==> src/rtl/id_pair_packer.sv <==
// Packs narrow ID-pair stream beats into wide output words, flushing partial
// words on tlast with byte-accurate tkeep, and reports pairs per packet.
module id_pair_packer #(
    parameter int VEC_ID_WIDTH   = 8,
    parameter int PAIR_WIDTH     = 2 * VEC_ID_WIDTH,
    parameter int OUT_WIDTH      = 128,
    parameter int PAIRS_PER_BEAT = OUT_WIDTH / PAIR_WIDTH,
    parameter int SLOT_CNT_WIDTH = (PAIRS_PER_BEAT > 1) ? $clog2(PAIRS_PER_BEAT) : 1,
    parameter int PCNT_WIDTH     = 32
) (
    input  logic                    ap_clk,
    input  logic                    ap_rstn,

    input  logic [PAIR_WIDTH-1:0]   S_AXIS_ID_PAIR_tdata,
    input  logic                    S_AXIS_ID_PAIR_tvalid,
    input  logic                    S_AXIS_ID_PAIR_tlast,
    output logic                    S_AXIS_ID_PAIR_tready,

    output logic [OUT_WIDTH-1:0]    M_AXIS_OUT_tdata,
    output logic [OUT_WIDTH/8-1:0]  M_AXIS_OUT_tkeep,
    output logic                    M_AXIS_OUT_tvalid,
    output logic                    M_AXIS_OUT_tlast,
    input  logic                    M_AXIS_OUT_tready,

    output logic [PCNT_WIDTH-1:0]   o_PairCount,
    output logic                    o_Done
);

    localparam int KEEP_WIDTH     = OUT_WIDTH / 8;
    localparam int BYTES_PER_PAIR = PAIR_WIDTH / 8;
    localparam logic [SLOT_CNT_WIDTH-1:0] LAST_SLOT = SLOT_CNT_WIDTH'(PAIRS_PER_BEAT - 1);
    localparam logic [PCNT_WIDTH-1:0]     PCNT_MAX  = '1;

    // accumulator side
    logic [OUT_WIDTH-1:0]      acc_q, acc_d;
    logic [KEEP_WIDTH-1:0]     acc_keep_q, acc_keep_d;
    logic                      acc_last_q, acc_last_d;
    logic [SLOT_CNT_WIDTH-1:0] sc_q, sc_d;
    logic                      ap_q, ap_d;

    // output register side
    logic [OUT_WIDTH-1:0]      out_q, out_d;
    logic [KEEP_WIDTH-1:0]     out_keep_q, out_keep_d;
    logic                      out_last_q, out_last_d;
    logic                      ov_q, ov_d;

    logic                      re_q, re_d;
    logic [PCNT_WIDTH-1:0]     cnt_q, cnt_d;
    logic [PCNT_WIDTH-1:0]     pcnt_q, pcnt_d;
    logic                      done_q, done_d;

    logic                      s_ready;
    logic                      accept;
    logic                      out_free;
    logic                      close;
    logic [PCNT_WIDTH-1:0]     cnt_inc;
    logic [OUT_WIDTH-1:0]      acc_ins;
    logic [KEEP_WIDTH-1:0]     keep_ins;

    assign s_ready  = re_q & ~ap_q;
    assign accept   = S_AXIS_ID_PAIR_tvalid & s_ready;
    assign out_free = ~ov_q | M_AXIS_OUT_tready;
    assign close    = accept & ((sc_q == LAST_SLOT) | S_AXIS_ID_PAIR_tlast);
    assign cnt_inc  = (cnt_q == PCNT_MAX) ? cnt_q : cnt_q + PCNT_WIDTH'(1);

    // Accumulator with the incoming pair merged into slot sc.
    always_comb begin
        acc_ins  = acc_q;
        keep_ins = acc_keep_q;
        for (int i = 0; i < PAIRS_PER_BEAT; i++) begin
            if (sc_q == SLOT_CNT_WIDTH'(i)) begin
                acc_ins[i*PAIR_WIDTH +: PAIR_WIDTH]          = S_AXIS_ID_PAIR_tdata;
                keep_ins[i*BYTES_PER_PAIR +: BYTES_PER_PAIR] = '1;
            end
        end
    end

    always_comb begin
        acc_d      = acc_q;
        acc_keep_d = acc_keep_q;
        acc_last_d = acc_last_q;
        sc_d       = sc_q;
        ap_d       = ap_q;
        out_d      = out_q;
        out_keep_d = out_keep_q;
        out_last_d = out_last_q;
        ov_d       = ov_q;
        re_d       = 1'b1;

        if (ov_q && M_AXIS_OUT_tready) begin
            ov_d = 1'b0;
        end

        if (ap_q && out_free) begin
            out_d      = acc_q;
            out_keep_d = acc_keep_q;
            out_last_d = acc_last_q;
            ov_d       = 1'b1;
            ap_d       = 1'b0;
            sc_d       = '0;
            acc_d      = '0;
            acc_keep_d = '0;
            acc_last_d = 1'b0;
        end else if (close && out_free) begin
            out_d      = acc_ins;
            out_keep_d = keep_ins;
            out_last_d = S_AXIS_ID_PAIR_tlast;
            ov_d       = 1'b1;
            sc_d       = '0;
            acc_d      = '0;
            acc_keep_d = '0;
            acc_last_d = 1'b0;
        end else if (close) begin
            // OUT still occupied: park the finished word in ACC and stall input.
            acc_d      = acc_ins;
            acc_keep_d = keep_ins;
            acc_last_d = S_AXIS_ID_PAIR_tlast;
            ap_d       = 1'b1;
        end else if (accept) begin
            acc_d      = acc_ins;
            acc_keep_d = keep_ins;
            sc_d       = sc_q + SLOT_CNT_WIDTH'(1);
        end
    end

    always_comb begin
        cnt_d  = cnt_q;
        pcnt_d = pcnt_q;
        done_d = 1'b0;
        if (accept) begin
            if (S_AXIS_ID_PAIR_tlast) begin
                pcnt_d = cnt_inc;
                cnt_d  = '0;
                done_d = 1'b1;
            end else begin
                cnt_d  = cnt_inc;
            end
        end
    end

    always_ff @(posedge ap_clk or negedge ap_rstn) begin
        if (!ap_rstn) begin
            acc_q      <= '0;
            acc_keep_q <= '0;
            acc_last_q <= 1'b0;
            sc_q       <= '0;
            ap_q       <= 1'b0;
            out_q      <= '0;
            out_keep_q <= '0;
            out_last_q <= 1'b0;
            ov_q       <= 1'b0;
            re_q       <= 1'b0;
            cnt_q      <= '0;
            pcnt_q     <= '0;
            done_q     <= 1'b0;
        end else begin
            acc_q      <= acc_d;
            acc_keep_q <= acc_keep_d;
            acc_last_q <= acc_last_d;
            sc_q       <= sc_d;
            ap_q       <= ap_d;
            out_q      <= out_d;
            out_keep_q <= out_keep_d;
            out_last_q <= out_last_d;
            ov_q       <= ov_d;
            re_q       <= re_d;
            cnt_q      <= cnt_d;
            pcnt_q     <= pcnt_d;
            done_q     <= done_d;
        end
    end

    assign S_AXIS_ID_PAIR_tready = s_ready;
    assign M_AXIS_OUT_tdata      = out_q;
    assign M_AXIS_OUT_tkeep      = out_keep_q;
    assign M_AXIS_OUT_tvalid     = ov_q;
    assign M_AXIS_OUT_tlast      = out_last_q;
    assign o_PairCount           = pcnt_q;
    assign o_Done                = done_q;

endmodule

==> config.mk <==
export PLATFORM = sky130hd
export DESIGN_NAME = id_pair_packer
export DESIGN_NICKNAME = d
export VERILOG_FILES = /design/src/rtl/id_pair_packer.sv
export SDC_FILE = /design/constraint.sdc
export NUM_CORES = 1
export LEC_CHECK = 0
export CORE_AREA = 2 2 212 172
export CTS_CLUSTER_DIAMETER = 120
export DETAILED_ROUTE_END_ITERATION = 8
export DIE_AREA = 0 0 214 174
export PLACE_DENSITY = 0.67
export SLEW_MARGIN = 20
export SYNTH_ARGS = -nofsm -noshare
export SYNTH_HDL_FRONTEND = slang
export SYNTH_SLANG_ARGS = --single-unit
==> constraint.sdc <==
create_clock -name ap_clk -period 3.29 [get_ports ap_clk]
set_input_delay 0.8225 -clock ap_clk [delete_from_list [all_inputs] [get_ports ap_clk]]
set_output_delay 0.8225 -clock ap_clk [all_outputs]
set_load 0.005 [all_outputs]
==> results.md, run 1 <==
- The floorplan step defined a die boundary enclosing approximately 0.037 sq mm.
- The die is ~210 um wide.
- Registers take approximately 0.0090 sq mm.
- After technology mapping, the gate count stands at between 1500 and 2000.
- The post-placement cell count is ~2200.
- The number of inserted diodes is 0.
- The number of global-route vias before repair came to about 13000.
- about 200 I/O pins were placed.
- The worst path in the final design needs a cycle of about 3000 ps, including I/O delays and setup.
- The placeable core area is between 0.03 and 0.04 sq mm.
- The final weighted congestion of routability-driven global placement is 0.935.
- The final worst-path setup slack is approximately 270 ps.
- The vias per cell is approximately 6.
- The minimum setup slack among reg-to-reg paths is ~270 ps.
- The post-CTS setup-driven buffer insertion count is 0.
- The clock tree from TritonCTS is done.
- The post-detailed-placement half-perimeter wirelength is between 30 and 40 mm.
- The cell with the biggest individual delay on the critical path is sky130_fd_sc_hd__dfrtp_1.
- Data on the critical path arrives at its endpoint at roughly 3400 ps.
- The share of the Yosys chip area taken by registers is 0.577.
- The number of distinct standard cells referenced by the synthesized netlist is 68.
- STA puts the critical path data required time at ~3700 ps.
- The cell family contributing the most delay on the critical path is simple AND/OR/NAND/NOR gates.
- For this run, the slowest stage of the critical path takes between 500 and 600 ps.
- The routed length per placed instance is about 21 um.
- The layout overhead on the synthesized area is 25.9%.
- The maximum clock skew at final layout is roughly 27 ps.
- The number of filler cells placed in the layout is around 3200.
- The worst min-delay path category is in2async.
- The deepest clock path buffer count is 3.
- Max-cap violations in this run came to 0.
- In this run, synthesis inferred 0 flip-flops with an integrated enable.
- Clock latency on the worst-skew pair, taken at its later pin, is around 540 ps.
- Setup violations remaining at the end of the flow were counted as 0.
- The number of iterations in the first detailed-routing pass is 5.
- For the pin with the worst max-slew slack, the measured transition is between 900 and 1000 ps.
- In the synthesized netlist the dominant register cell turns out to be sky130_fd_sc_hd__dfrtp_1.
- Dividing total power by cell area gives a power density of 656 mW/mm^2.
- The synthesized netlist net count is approximately 1600.
- Timing would allow up to around 330 MHz.
- The total global routing overflow is 0.
- The first global-routing pass estimated approximately 78 mm of wire.
- The fraction of synthesis flops using an asynchronous set or reset pin is 1.00.
- The part of the cycle the worst path needs is 0.918.
- The number of gates resized after cts is 0.
- The number of synthesized register bits is between 300 and 400.
- The area used by multi-input combinational logic is 0.00603 sq mm.
- Yosys printed 0 warnings.
- After routing, the total negative slack on setup checks comes to 0 ps.
- The antenna violation net count after detailed routing is 0.
- The start-to-end type of the worst setup path is reg2reg.
- Dividing the synthesized area by the synthesized cell count gives ~9.9 sq um.
- The pin count of the biggest net entering global routing is 86.
- The H-tree generated during clock tree synthesis spans 2 levels.
- The category of the worst setup path capture point is a flop.
- The flow ran to the end, and the final reports show no timing, DRC or antenna violations.
- The via count of the routed design is about 14000.
- After floorplanning, the core was divided into 62 placement rows.
- The final hold violation count came to 0.
- The number of DRC markers after the initial detailed-route iteration is ~1400.
- The worst max-slew margin expressed relative to the limit is 0.371.
- The all-layer global routing usage is 0.263.
- The number of max-slew violations in the final report is 0.
- The maximum vdd drop is 0.000437 V.
- Along the worst path, the maximum fanout reaches 12.
- The number of buffers inserted by hold repair at cts is 0.
- Summed over all cells, the static leakage comes to between 8 and 9 nW.
- The initial core utilization is 0.444.
- The worst slack after detailed placement is between 80 and 90 ps.
- The top cell types in the final layout, fill and taps aside, are sky130_fd_sc_hd__dfrtp_1, sky130_fd_sc_hd__nor2_1, sky130_fd_sc_hd__clkdlybuf4s50_1, sky130_fd_sc_hd__nand2_1, sky130_fd_sc_hd__a21oi_1.
- The number of buffers and inverters on the critical path is 1.
- Of the cells placed in the final design, the portion with a size suffix greater than 1 is 0.0927.
- The residual DRC count is 0.
- The count of cells in the finished layout, fillers not included, comes to 2281.
- Input and output buffers added on the ports amount to 200.
- Summed over all layers, the routed wires come to ~49 mm.
- The library cell used most frequently in the layout, excluding fill and tap cells, is sky130_fd_sc_hd__dfrtp_1.
- In this run the vertical extent of the chip is around 170 um.
- For this run, the post-layout net count is ~1800.
- Walking the worst path, the cells encountered are ha_1, inv_1, nor4_2, nand3_1, and3_1, o311ai_0.
- STA classifies the critical path startpoint as a flop.
- Setup repair after global routing left no endpoint under its margin.
- After clock tree synthesis, the clock-pin slew on the worst setup and hold paths is approximately 60 ps.
- The clock net in this run drives a total of ~360 sinks.
- In this run, CTS created clock tree buffers numbering 38.
- The synthesized cell area is 0.0157 sq mm.
- The initial antenna violation count is 0.
- The tree is rooted in a sky130_fd_sc_hd__clkbuf_16.
## metrics by stage
stage | util | power, mW | area [sq um] | hold slack (ps)
floorplan | - | 6.91 | 15700 | 451
global placement | 0.523 | 8.60 | 18500 | 454
detailed placement | 0.523 | 8.68 | 18500 | 466
CTS | 0.559 | 13.0 | 19700 | 336
global route | 0.559 | 13.5 | 19700 | 345
finish | 0.559 | 12.9 | 19700 | 302
## power by group
part           switching, mW  internal [mW]  leakage [nW]
logic                   1.16           1.56          3.48
registers              0.630           5.27          4.58
clock network           1.79           2.53         0.628
total                   3.58           9.35          8.69
## sequential cells by signal (all words and copies together), names as in the netlist
signal	cells
acc_q	128
re_q	1
acc_last_q	1
sc_q	3
M_AXIS_OUT_tkeep	16
M_AXIS_OUT_tlast	1
M_AXIS_OUT_tdata	128
M_AXIS_OUT_tvalid	1
ap_q	1
cnt_q	32
o_Done	1
o_PairCount	32
acc_keep_q	16
## path summary, 6_finish.rpt
path                            startpoint  depth (start not counted)              endpoint
min in group ap_clk        o_PairCount[11]                          2       o_PairCount[11]
max in group asynchronous          ap_rstn                          2  M_AXIS_OUT_tdata[37]
max reg2reg                       cnt_q[0]                          6              cnt_q[3]
min                                ap_rstn                          1             cnt_q[27]
min reg2reg                o_PairCount[11]                          2       o_PairCount[11]
max                               cnt_q[0]                          6              cnt_q[3]
## cell type report
cell class | instances | area share
clock buffers | 54 | 0.0564
clock inverters | 14 | 0.00742
inverters | 13 | 0.00247
multi-input cells | 1072 | 0.306
flip-flops and latches | 361 | 0.458
well taps | 480 | 0.0305
repair buffers | 287 | 0.139
## routing by layer
metal / global-route usage / share of wire / up-vias
li1: - / - / 6116
met1: 0.406 / 0.47 / 6776
met2: 0.363 / 0.41 / 598
met3: 0.0548 / 0.086 / 83
met4: 0.0938 / 0.032 / 0
met5: 0 / 0 / -
## Yosys cell counts (3+ instances only)
cell                        number  area, sq um
sky130_fd_sc_hd__nor2b_1        10         62.6
sky130_fd_sc_hd__o211ai_2        3         37.5
sky130_fd_sc_hd__mux2i_1        10          100
sky130_fd_sc_hd__xor2_1          6         52.6
sky130_fd_sc_hd__inv_1          13         48.8
sky130_fd_sc_hd__a31oi_1        16          100
sky130_fd_sc_hd__a221o_1         9         90.1
sky130_fd_sc_hd__a22oi_1        34          255
sky130_fd_sc_hd__and4_1          5         43.8
sky130_fd_sc_hd__o22ai_1       129          807
sky130_fd_sc_hd__o211ai_1        8         60.1
sky130_fd_sc_hd__o2bb2ai_1      48          420
sky130_fd_sc_hd__and2_1          7         43.8
sky130_fd_sc_hd__nor2_1        207          777
sky130_fd_sc_hd__buf_1           9         33.8
sky130_fd_sc_hd__o21a_1          6         45.0
sky130_fd_sc_hd__ha_1            7         87.6
sky130_fd_sc_hd__o21ai_1         6         30.0
sky130_fd_sc_hd__a21oi_1       155          776
sky130_fd_sc_hd__buf_2          23          115
sky130_fd_sc_hd__nor3b_1         5         37.5
sky130_fd_sc_hd__o31ai_1         7         52.6
sky130_fd_sc_hd__nor4_1         16          100
sky130_fd_sc_hd__a211o_1         3         26.3
sky130_fd_sc_hd__clkbuf_1      107          402
sky130_fd_sc_hd__nand2_1       159          597
sky130_fd_sc_hd__o2111ai_1       4         35.0
sky130_fd_sc_hd__o21ai_0        78          390
sky130_fd_sc_hd__o22a_1         16          140
sky130_fd_sc_hd__o211a_1         3         30.0
sky130_fd_sc_hd__nand4_1        16          100
sky130_fd_sc_hd__xnor2_1         8         70.1
sky130_fd_sc_hd__and3_1          4         25.0
sky130_fd_sc_hd__or3_1           4         25.0
sky130_fd_sc_hd__dfrtp_1       361         9030
sky130_fd_sc_hd__nand3_1        25          125
sky130_fd_sc_hd__nor3_1         21          105
## cells by family after synthesis
family / after synthesis / synth area share
xor+xnor: 14 / 0.00783
flops: 361 / 0.577
other cells: 1 / 0.000239
buf+inv: 155 / 0.0398
compound gates: 542 / 0.220
simple gates: 497 / 0.143
mux: 11 / 0.00711
fa+ha+maj: 7 / 0.00559
Power figures use the tool's default switching activity.
==> run 2, diff against run 1 <==
GPL_ROUTABILITY_DRIVEN = 0   (was unset)
RECOVER_POWER = 25   (was unset)
SLEW_MARGIN = unset   (was 20)
==> results.md, run 2 (same netlist as run 1, synthesis figures left out) <==
- Across the run, the number of max-cap violations was 1.
- The highest clock frequency the design can meet is approximately 330 MHz.
- Summed over all failing endpoints, the final setup total negative slack is 0 ps.
- The number of inserted diodes is 0.
- The number of max-slew violations in the final report is about 80.
- The final hold violation count is 0.
- The checks that failed: capacitance limit, slew limit.
- During I/O placement, the number of pins put on the boundary was 201.
- At the pin with the least slew margin, the transition time is 2370 ps.
- The clock tree root driver cell is sky130_fd_sc_hd__clkbuf_16.
- The post-CTS setup-driven buffer insertion count is 0.
- The total global routing overflow is 0.
- The all-layer global routing usage is 0.263.
- STA classifies the critical path endpoint as a flop.
- After detailed routing, the number of vias per cell comes to approximately 6.
- The startpoint type of the worst setup path is a flop.
- Gates resized during post-CTS repair numbered 0.
- Setup violations remaining at the end of the flow were counted as 0.
- The pin count of the biggest net entering global routing is 86.
- The post-detailed-routing wire length is just under 50 mm.
- The deepest clock path buffer count is 3.
- After routing the design area is between 0.015 and 0.02 sq mm.
- The post-placement cell count is around 2200.
- From left edge to right edge, the die measures 214 um.
- The worst min-delay path category is reg2reg.
- The initial core utilization is 0.444.
- The critical path in this run is classified as reg2reg.
- The full die area is between 0.03 and 0.04 sq mm.
- The number of buffers inserted by hold repair at cts is 0.
- The total power density per cell area is 657 mW/mm^2.
- The maximum clock skew at final layout is 25.5 ps.
- In this run the tool buffered the top-level ports with 200 buffer cells.
- In the final routed layout, each cell accounts on average for 21.5 um.
- Once detail routing completed, the nets flagged for antenna violations numbered 0.
- The signal on the critical path passes through ha_1, inv_1, nor4_2, nand3_1, and3_1, o311ai_0.
- Clock-pin slew was measured on the worst setup and hold paths at 60 ps.
- Across the whole layout, storage elements account for 0.00903 sq mm.
- Headroom to the max-slew limit came out at -0.582.
- The number of iterations in the first detailed-routing pass is 5.
- The tightest hold margin is ~470 ps.
- The count of nets after finishing is approximately 1800.
- Measured along the y axis, the die boundary spans about 170 um.
- The insertion delay to the later sink of the worst-skew pair is roughly 540 ps.
- After detailed placement, the total cell area comes to around 0.018 sq mm.
- Counting the buffers created by CTS gives 38.
- The run finished, with violations left.
- Setup repair after global routing left no endpoint under its margin.
- The data required time at the worst endpoint is 3690 ps.
- The H-tree generated during clock tree synthesis spans 2 levels.
- The clock tree from TritonCTS is done.
- Row generation in the floorplan step produced 62 rows.
- The number of filler cells placed in the layout is approximately 3200.
- The area used by multi-input combinational logic is approximately 0.006 sq mm.
- Of the cells placed in the final design, the portion with a size suffix greater than 1 is 0.0916.
- The most common cell after layout, fill and taps aside is sky130_fd_sc_hd__dfrtp_1.
- At the worst endpoint, the arrival time is 3400 ps.
- The core region is 0.0353 sq mm.
- Counting I/O delays and the setup requirement, the final critical path takes between 2000 and 3000 ps.
- The via count of the routed design is 13574.
- The maximum fanout along the worst path is 12.
- The first-pass GRT wire length is just under 80 mm.
- The analysis attributes to cell leakage a power of just under 9 nW.
- The count of clock tree sinks is about 360.
- The cell with the biggest individual delay on the critical path is sky130_fd_sc_hd__dfrtp_1.
- The maximum vdd drop is around 0.00044 V.
- Leaving out filler cells and counting taps, the final layout contains 2281.
- The number of global-route vias before repair came to between 10000 and 15000.
- The number of DRC markers after the initial detailed-route iteration is 1362.
- The layout overhead on the synthesized area is 25.8%.
- In the layout the commonest cells are sky130_fd_sc_hd__dfrtp_1, sky130_fd_sc_hd__nor2_1, sky130_fd_sc_hd__clkdlybuf4s50_1, sky130_fd_sc_hd__nand2_1, sky130_fd_sc_hd__a21oi_1.
- In this design, the stage delay of the slowest critical-path cell is between 500 and 600 ps.
- The initial antenna violation count is 0.
- The post-detailed-placement half-perimeter wirelength is 33.0 mm.
- The part of the cycle the worst path needs is 0.912.
- After detailed routing, the number of remaining DRC violations is 0.
==> run 2: changes by cell type in the layout (fill, tap and decap cells not counted) <==
cell | previous run | this run
sky130_fd_sc_hd__buf_4 | 80 | 78
sky130_fd_sc_hd__buf_8 | 1 | 0
sky130_fd_sc_hd__clkbuf_1 | 7 | 8
sky130_fd_sc_hd__clkbuf_2 | 0 | 2
sky130_fd_sc_hd__nor2_1 | 206 | 207
sky130_fd_sc_hd__nor2_2 | 1 | 0
==> run 2: routing by layer <==
| metal | GRT usage | part of all wire | vias to the layer above |
|---|---|---|---|
| met5 | 0 | 0 | - |
| met4 | 0.0938 | 0.032 | 0 |
| met3 | 0.0548 | 0.082 | 79 |
| met2 | 0.363 | 0.41 | 595 |
| met1 | 0.406 | 0.47 | 6777 |
| li1 | - | - | 6123 |
==> run 2: where the power goes <==
part	leakage [nW]	switching, mW	internal, mW
sequential	4.58	0.631	5.27
combinational	3.47	1.16	1.56
clock	0.628	1.79	2.53
total	8.68	3.58	9.35
==> run 2: final timing paths <==
check,startpoint,to,slack [ps],depth (start not counted)
min in group asynchronous,ap_rstn,cnt_q[27],990,1
setup / recovery,cnt_q[0],cnt_q[3],290,6
hold reg to reg,o_PairCount[11],o_PairCount[11],470,2
hold / removal,o_PairCount[11],o_PairCount[11],470,2
max in group asynchronous,ap_rstn,M_AXIS_OUT_tdata[83],720,2
setup reg to reg,cnt_q[0],cnt_q[3],290,6
==> run 2: stage by stage <==
| step | setup slack, ps | power, mW | utilization |
|---|---|---|---|
| 5_1_grt | 102 | 13.5 | 0.558 |
| 3_5_place_dp | 84.3 | 8.68 | 0.523 |
| 2_1_floorplan | 729 | 6.91 | - |
| 6_report | 290 | 12.9 | 0.558 |
| 3_3_place_gp | 189 | 8.60 | 0.523 |
| 4_1_cts | 394 | 13.0 | 0.559 |
==> run 2: cell type report <==
| type | instances | area share |
|---|---|---|
| Clock buffer | 54 | 0.0565 |
| Clock inverter | 14 | 0.00743 |
| Inverter | 13 | 0.00248 |
| Multi-Input combinational cell | 1072 | 0.306 |
| Sequential cell | 361 | 0.459 |
| Tap cell | 480 | 0.0305 |
| Timing Repair Buffer | 287 | 0.139 |
==> run 2: worst max-delay path: cells and delay by family, from the launching register on <==
kind / cells / cell delay (ps)
fa+ha+maj: 1 / 400
simple gates: 3 / 1440
compound gates: 1 / 270
flops: 1 / 570
buf+inv: 1 / 210
